`src/rtl/gpu_pkg.sv`:
```
// Shared types and constants for the instruction ingress path.
package gpu_pkg;

    localparam int INST_W = 82;
    localparam int WORD_W = 32;
    localparam int BEATS  = 3;

    typedef logic [INST_W-1:0] inst_t;

    // Which host beat of the current instruction is expected next.
    typedef enum logic [1:0] {
        B0 = 2'd0,
        B1 = 2'd1,
        B2 = 2'd2
    } beat_t;

    // Beat sequence B0 -> B1 -> B2 -> B0.
    function automatic beat_t next_beat(input beat_t b);
        case (b)
            B0:      return B1;
            B1:      return B2;
            default: return B0;
        endcase
    endfunction

endpackage

```
`src/rtl/inst_sync_fifo.sv`:
```
// Show-ahead synchronous FIFO: storage, pointers, occupancy count and
// registered empty/full flags. Head entry is presented combinationally
// from registered state, forced to zero while empty.
module inst_sync_fifo #(
    parameter int W     = 82,
    parameter int DEPTH = 8
) (
    input  logic                     clk,
    input  logic                     n_rst,
    input  logic                     push,
    input  logic [W-1:0]             wr_data,
    input  logic                     pop,
    output logic [W-1:0]             rd_data,
    output logic                     empty,
    output logic                     full,
    output logic [$clog2(DEPTH):0]   count
);

    localparam int AW = $clog2(DEPTH);
    localparam int CW = AW + 1;

    logic [W-1:0]  mem [DEPTH];

    logic [AW-1:0] rd_ptr_q, rd_ptr_d;
    logic [AW-1:0] wr_ptr_q, wr_ptr_d;
    logic [CW-1:0] count_q,  count_d;
    logic          empty_q,  empty_d;
    logic          full_q,   full_d;

    logic          push_ok;
    logic          pop_ok;

    // A full FIFO never accepts a write, even when a pop frees a slot in
    // the same cycle; a pop needs a stored entry.
    assign push_ok = push & ~full_q;
    assign pop_ok  = pop & ~empty_q;

    // Next-state pointers, count and flags derived from next count.
    always_comb begin
        rd_ptr_d = rd_ptr_q;
        wr_ptr_d = wr_ptr_q;
        count_d  = count_q;
        if (push_ok) begin
            wr_ptr_d = wr_ptr_q + AW'(1);
        end
        if (pop_ok) begin
            rd_ptr_d = rd_ptr_q + AW'(1);
        end
        case ({push_ok, pop_ok})
            2'b10:   count_d = count_q + CW'(1);
            2'b01:   count_d = count_q - CW'(1);
            default: count_d = count_q;
        endcase
        empty_d = (count_d == CW'(0));
        full_d  = (count_d == CW'(DEPTH));
    end

    // Pointer, count and flag registers.
    always_ff @(posedge clk or posedge n_rst) begin
        if (n_rst) begin
            rd_ptr_q <= '0;
            wr_ptr_q <= '0;
            count_q  <= '0;
            empty_q  <= 1'b1;
            full_q   <= 1'b0;
        end else begin
            rd_ptr_q <= rd_ptr_d;
            wr_ptr_q <= wr_ptr_d;
            count_q  <= count_d;
            empty_q  <= empty_d;
            full_q   <= full_d;
        end
    end

    // Storage write; contents are not reset.
    always_ff @(posedge clk) begin
        if (push_ok) begin
            mem[wr_ptr_q] <= wr_data;
        end
    end

    assign rd_data = empty_q ? '0 : mem[rd_ptr_q];
    assign empty   = empty_q;
    assign full    = full_q;
    assign count   = count_q;

endmodule

```
`src/rtl/inst_ingress_fifo.sv`:
```
// Instruction ingress: packs three host beats into one instruction,
// checks framing against host_last, and buffers complete instructions
// in a show-ahead FIFO read by the controller.
module inst_ingress_fifo #(
    parameter int WORD_W = gpu_pkg::WORD_W,
    parameter int INST_W = gpu_pkg::INST_W,
    parameter int DEPTH  = 8
) (
    input  logic                     clk,
    input  logic                     n_rst,
    input  logic                     host_valid,
    input  logic [WORD_W-1:0]        host_data,
    input  logic                     host_last,
    output logic                     host_ready,
    input  logic                     read_en,
    output logic [INST_W-1:0]        fifo_data,
    output logic                     fifo_empty,
    output logic                     fifo_full,
    output logic [$clog2(DEPTH):0]   count,
    output logic                     frame_err,
    input  logic                     clear_err
);

    import gpu_pkg::*;

    // Bits of the final beat that land in the instruction; the rest of
    // that beat is dropped.
    localparam int TOP_W = INST_W - 2 * WORD_W;

    beat_t                  beat_q, beat_d;
    logic [2*WORD_W-1:0]    lo_q,   lo_d;
    logic                   err_q,  err_d;

    logic                   accept;
    logic                   push;
    logic                   frame_set;
    logic                   full_w;
    logic [INST_W-1:0]      packed_inst;
    logic                   unused_hi_bits;

    // Only the closing beat can be stalled, and only by a full FIFO.
    assign host_ready = (beat_q != B2) | ~full_w;
    assign accept     = host_valid & host_ready;

    // Assembler: collect beats, detect framing errors, decide on push.
    always_comb begin
        beat_d    = beat_q;
        lo_d      = lo_q;
        push      = 1'b0;
        frame_set = 1'b0;
        if (accept) begin
            case (beat_q)
                B0: begin
                    lo_d[WORD_W-1:0] = host_data;
                    frame_set        = host_last;
                    beat_d           = host_last ? B0 : next_beat(beat_q);
                end
                B1: begin
                    lo_d[2*WORD_W-1:WORD_W] = host_data;
                    frame_set               = host_last;
                    beat_d                  = host_last ? B0 : next_beat(beat_q);
                end
                default: begin
                    push      = host_last;
                    frame_set = ~host_last;
                    beat_d    = B0;
                end
            endcase
        end
    end

    // Sticky framing error; a new error wins over a clear in the same cycle.
    always_comb begin
        err_d = err_q;
        if (frame_set) begin
            err_d = 1'b1;
        end else if (clear_err) begin
            err_d = 1'b0;
        end
    end

    // Assembler state and error flag registers.
    always_ff @(posedge clk or posedge n_rst) begin
        if (n_rst) begin
            beat_q <= B0;
            lo_q   <= '0;
            err_q  <= 1'b0;
        end else begin
            beat_q <= beat_d;
            lo_q   <= lo_d;
            err_q  <= err_d;
        end
    end

    assign packed_inst    = {host_data[TOP_W-1:0], lo_q};
    assign unused_hi_bits = ^host_data[WORD_W-1:TOP_W];

    inst_sync_fifo #(
        .W     (INST_W),
        .DEPTH (DEPTH)
    ) u_fifo (
        .clk     (clk),
        .n_rst   (n_rst),
        .push    (push),
        .wr_data (packed_inst),
        .pop     (read_en),
        .rd_data (fifo_data),
        .empty   (fifo_empty),
        .full    (full_w),
        .count   (count)
    );

    assign fifo_full = full_w;
    assign frame_err = err_q;

endmodule

```
`config.mk`:
```
export PLATFORM = sky130hd
export DESIGN_NAME = inst_ingress_fifo
export DESIGN_NICKNAME = d
export VERILOG_FILES = /design/src/rtl/gpu_pkg.sv /design/src/rtl/inst_sync_fifo.sv /design/src/rtl/inst_ingress_fifo.sv
export SDC_FILE = /design/constraint.sdc
export NUM_CORES = 1
export LEC_CHECK = 0
export BUFFER_PORTS_ARGS = -buffer_cell sky130_fd_sc_hd__clkbuf_2
export CORE_UTILIZATION = 55
export CTS_CLUSTER_SIZE = 20
export DETAILED_ROUTE_END_ITERATION = 8
export PLACE_DENSITY = 0.79
export SKIP_CTS_REPAIR_TIMING = 1
export SLEW_MARGIN = 5
export SYNTH_ARGS = -nofsm -noshare
export SYNTH_HDL_FRONTEND = slang
export SYNTH_SLANG_ARGS = --single-unit
```
`constraint.sdc`:
```
create_clock -name clk -period 9.1 [get_ports clk]
set_clock_uncertainty 0.1 [all_clocks]
set_input_delay 1.365 -clock clk [delete_from_list [all_inputs] [get_ports clk]]
set_output_delay 1.365 -clock clk [all_outputs]
set_load 0.05 [all_outputs]
```
### Yosys cells after proc, flatten, opt, wreduce, memory -nomap -nowiden

Memories as Yosys holds them, arrays and structs flattened.
Cells that the tools add are included.

* input bits: 38
* logic and storage cells: 45
* memories kept: 1
* output and inout bits: 90
* RAM bits: 656
* flip-flop bits (word level): 79

Memory list
* u_fifo.mem: words 8, width 82, read ports 1, clocked after memory_dff 0, write ports 1, RTL line inst_sync_fifo.sv:22 `logic [W-1:0] mem [DEPTH];`

* add/subtract/negate cells: 4
* muxes and demuxes: 13
* equal/unequal tests: 5
* bitwise logic cells: 7
* reductions and logical operators: 6

Operators by type and width (count)
* $mux 82: 1
* $mux 1: 9
* $pmux 4 s2: 1
* $add 3x1->3 const B: 2
* $add 4x1->4 const B: 1
* $eq 2x1->1 const B: 2
* $eq 4x4->1 const B: 1
* $logic_not 4->1: 1
* $pmux 2 s2: 1
* $reduce_and 2->1: 2
* $sub 4x1->4 const B: 1
* $and 1x1->1: 3
* $not 1->1: 3
* $eq 2x2->1 const B: 1
* $logic_not 2->1: 1
* $mux 2: 1
* $ne 2x2->1 const B: 1
* $reduce_bool 2->1: 1
* $reduce_or 2->1: 1
* $or 1x1->1: 1

### Depth between registers and ports, before layout

* word-level depth: 8
* depth in mapped cells: 12
* mapped depth without buffers: 10

### Modules after synthesis

From an unflattened synthesis, not the netlist that was laid out.

* cells, all modules: 1268
* area total of the unflattened synthesis: 28060.7 um^2

Modules (own cells, without submodules)
* inst_sync_fifo: cells each 1113, seq. area each 20000.4 um^2, area each 25458.2 um^2, times used 1
* inst_ingress_fifo: cells each 155, seq. area each 1676.6 um^2, area each 2602.5 um^2, times used 1

### Least setup slack after synthesis

OpenSTA, ideal clock, no wires.

* kind: input to register
* from: in host_last
* to: mem u_fifo.mem[0][0], enable pin
* stages: 4
* arrival time: 7.394 ns
* library setup time: 0.623 ns
* required time: 8.377 ns
* setup slack: 0.983 ns
* buffers on the path: 0
* cell sequence: ha_1 -> and3_1 -> nand2b_1 -> nor3_1

* cells in the longest elaborated chain, start to end: 5

Ends and longest elaborated chain
* from (decl): RTL line inst_ingress_fifo.sv:13 `input logic host_last,`
* $mux 1: RTL line inst_ingress_fifo.sv:52 `case (beat_q)`
* $mux 1: RTL line inst_ingress_fifo.sv:51 `if (accept) begin`
* $and 1x1->1: RTL line inst_sync_fifo.sv:35 `assign push_ok = push & ~full_q;`
* $mux 1: RTL line inst_sync_fifo.sv:77 `if (push_ok) begin`
* $mux 1 (implied by the code): RTL line inst_sync_fifo.sv:78 `mem[wr_ptr_q] <= wr_data;`
* to (decl): RTL line inst_sync_fifo.sv:22

No other way between the ends.

### Worst setup path in the final report

* from: reg u_fifo.rd_ptr_q[1]
* to: out fifo_data[37]

* cells in the longest elaborated chain, start to end: 2

Ends and longest elaborated chain
* from (decl): RTL line inst_sync_fifo.sv:24 `logic [AW-1:0] rd_ptr_q, rd_ptr_d;`
* from (signal assigned): RTL line inst_sync_fifo.sv:67 `rd_ptr_q <= rd_ptr_d;`
* $mem_v2 8x82
* $mux 82: RTL line inst_sync_fifo.sv:82 `assign rd_data = empty_q ? '0 : mem[rd_ptr_q];`
* to (decl): RTL line inst_ingress_fifo.sv:16 `output logic [INST_W-1:0] fifo_data,`

No other way between the ends.

==> impl_metrics.ini <==
[detailed_routing]
post-route-drc-count = 0
wire_per_inst_um = 27.4
ant_nets = 0
viasPerCell = 6.15
vias = 13200
wirelength_um = 59100
drt_first_iter_violations = 1163
drt_pass1_iterations = 5

[global_route]
grt_max_degree = 115
grt_usage_pct = 23.2
grt_pass1_vias = 14000
antenna_found_initial = 5
grt_pass1_wl_um = 88200
grt.overflow.total = 0

[yosys]
async_reset_ff_share_pct = 10.7
ys_ff_latch = 735
synth.area.mux_share_pct = 18.7
synth_area_um2 = 28100
yosysTopAreaCellShare_pct = 70.0
yosysSeqAreaShare_pct = 77.0
synth_xor_area_share_pct = 0.311
netlist_top_cells_area = edfxtp_1 (70%), mux4_2 (13%), dfrtp_1 (6.9%), mux2i_1 (2.9%), mux2_2 (1.5%)
synthDistinctLibCells = 34
synth-compound-area-share_pct = 0.285
ys.warnings.count = 0
postSynthNetCount = 1314
yosys.area_share.simple_pct = 1.88
synthFlopType = edfxtp_1
synth_fa_ha_area_share_pct = 0.267
synth_top_family_by_area = multiplexers
synth_edf_count = 656
yosys.area.top_type = edfxtp_1
synthCells = 1270
syn_avg_cell_area_um2 = 22.2

[worst_setup_path]
crit_family = buffers and inverters
cp_slowest_stage_delay_ns = 1.01
worst-path-buf-inv = 2
rr_endpoint = u_fifo.mem[6][53]
timing.rr.start = beat_q[1]
worstPathCellList = buf_4, mux4_2, mux2i_1, nor2_1, clkbuf_2
crit_path_start_kind = flip-flop
crit_slowest_cell = dfrtp_4
crit_path_end_kind = output pin
reg2reg_depth = 5
rrSetupSlack_ns = 5.48
crit_arrival_ns = 3.64
crit_type = flip-flop to output pin
cp_max_fo = 59
crit_required_ns = 7.64

[pwr]
ir_drop_mv = 0.409
power_density_nw_per_um2 = 352
power.leakage_nw = 10.7

[clock_tree]
cts_tree = built
cts_root_buf = clkbuf_16
max-clock-path-buffers = 3
insertion_delay_ns = 0.59
numCtsBuffers = 70
cts_sinks = 735
htree_levels = 3
clk_pin_slew_ns = 0.06

[die]
die_h_um = 228
dieArea_um2 = 52100
die_w_um = 228
start_util_pct = 56.0
pin_count = 128
core_um2 = 50300
core.rowCount = 82

[sta]
period_minus_slack_ns = 5.10
fmax_mhz = 196
rsz0062_at_grt = false
hold_viol = 0
setup_viol_count_final = 0
fin_crit_sh_pct = 56.1
setup_tns_ns = 0
setup_ws_ns = 4.00
max_slew_margin_pct = 16.2
slew_violations = 0
worstMarginPinSlew_ns = 1.25

[min_path]
min_from = u_fifo.wr_ptr_q[0]
min_to = u_fifo.wr_ptr_q[0]
whs_path_depth = 2
hp-class = flip-flop to flip-flop

[run_status]
run_status = complete, no violations

[flow_run]
drv_cap = 0

[placed_design]
io_buffer_count = 127
pre_cts_slack_ns = 4.58
gp_congestion = 0.720
dp_hpwl_um = 31100

[finish]
nNetsFinal = 1472
syn2layout_area_growth_pct = 12.5
final_util_pct = 63.0
drive_above_1_share_pct = 31.3
layout_common_cells = edfxtp_1 (656), mux4_2 (164), clkbuf_2 (127)
mostFrequentLayoutCell = edfxtp_1
cells in the mapped netlist, types with 2 or more instances:
library cell  count
xor2_1            4
a21oi_1           2
nand2_1          13
clkbuf_1         20
xnor2_1           6
o211ai_1          2
nand3b_1          2
nand2b_1          3
o2111ai_1         2
mux2_1           30
mux4_2          164
and3_1            2
inv_1             5
nor2_1           89
edfxtp_1        656
buf_2            26
nand3_1           4
buf_6            17
nor3_1            3
dfrtp_1          78
mux2_2           37
o21ai_0           4
mux2i_1          82
ha_1              6
nor2b_1           4
worst min-delay path, cell delays in order (launching register included):
cell and delay, ns:
dfrtp_1 0.38, nand2_1 0.06, nand2_1 0.06
metrics by stage:
step | cell area, um2 | hold WS (ns) | instances | total power, mW
2_1_floorplan | 28100 | 0.387 | 1270 | 7.53
3_3_place_gp | 29500 | 0.409 | 2028 | 8.41
3_5_place_dp | 29500 | 0.429 | 2028 | 8.47
4_1_cts | 31700 | 0.442 | 2153 | 11.3
5_1_grt | 31700 | 0.461 | 2153 | 11.6
6_report | 31700 | 0.436 | 2154 | 11.1
how the worst max path moves through the flow:
stage / start / depth (start not counted) / end / slack [ns]
4_1_cts: u_fifo.rd_ptr_q[1] / 5 / fifo_data[37] / 3.92
3_3_place_gp: u_fifo.rd_ptr_q[1] / 5 / fifo_data[37] / 4.58
2_1_floorplan: host_last / 4 / u_fifo.mem[0][0] / 0.98
3_5_place_dp: host_last / 6 / u_fifo.mem[6][52] / 4.58
5_1_grt: u_fifo.rd_ptr_q[1] / 5 / fifo_data[37] / 3.84
6_report: u_fifo.rd_ptr_q[1] / 5 / fifo_data[37] / 4.00
cells by family (layout without fill, tap and decap cells):
family          Yosys count  count (layout)
flops                   735             735
mux                     313             313
simple gates            124             124
buf+inv                  70             281
compound gates           12              12
xor+xnor                 10              10
fa+ha+maj                 6               6
other cells               0               1
layer usage:
| layer | global-route usage (%) | up-vias | wire, um |
|---|---|---|---|
| met1 | 30.6 | 7045 | 22800 |
| met3 | 4.45 | 103 | 4400 |
| met2 | 39.1 | 586 | 30400 |
| met4 | 7.72 | 4 | 1470 |
| li1 | - | 5501 | - |
| met5 | 0 | - | 31 |
state kept, by name (all words and copies together), names as in the netlist:
signal           cells
u_fifo.mem         656
u_fifo.wr_ptr_q      3
u_fifo.full          1
beat_q               2
frame_err            1
u_fifo.count         4
u_fifo.rd_ptr_q      3
lo_q                64
u_fifo.empty         1
power by group:
part | total (mW) | internal, mW | leakage (nW) | switching, mW
logic | 3.66 | 1.25 | 2.84 | 2.40
clock network | 2.77 | 1.59 | 1.07 | 1.18
registers | 4.72 | 4.18 | 6.83 | 0.541
total | 11.1 | 7.03 | 10.7 | 4.12
area by class of cell:
cell class	count	area, um2
repair buffers	151	828
diodes	1	2.50
flip-flops and latches	735	21700
inverters	5	21.3
clock inverters	25	208
clock buffers	100	1970
fillers	3270	18600
multi-input cells	465	6100
well taps	672	841
(Power assumes the default switching activity.)
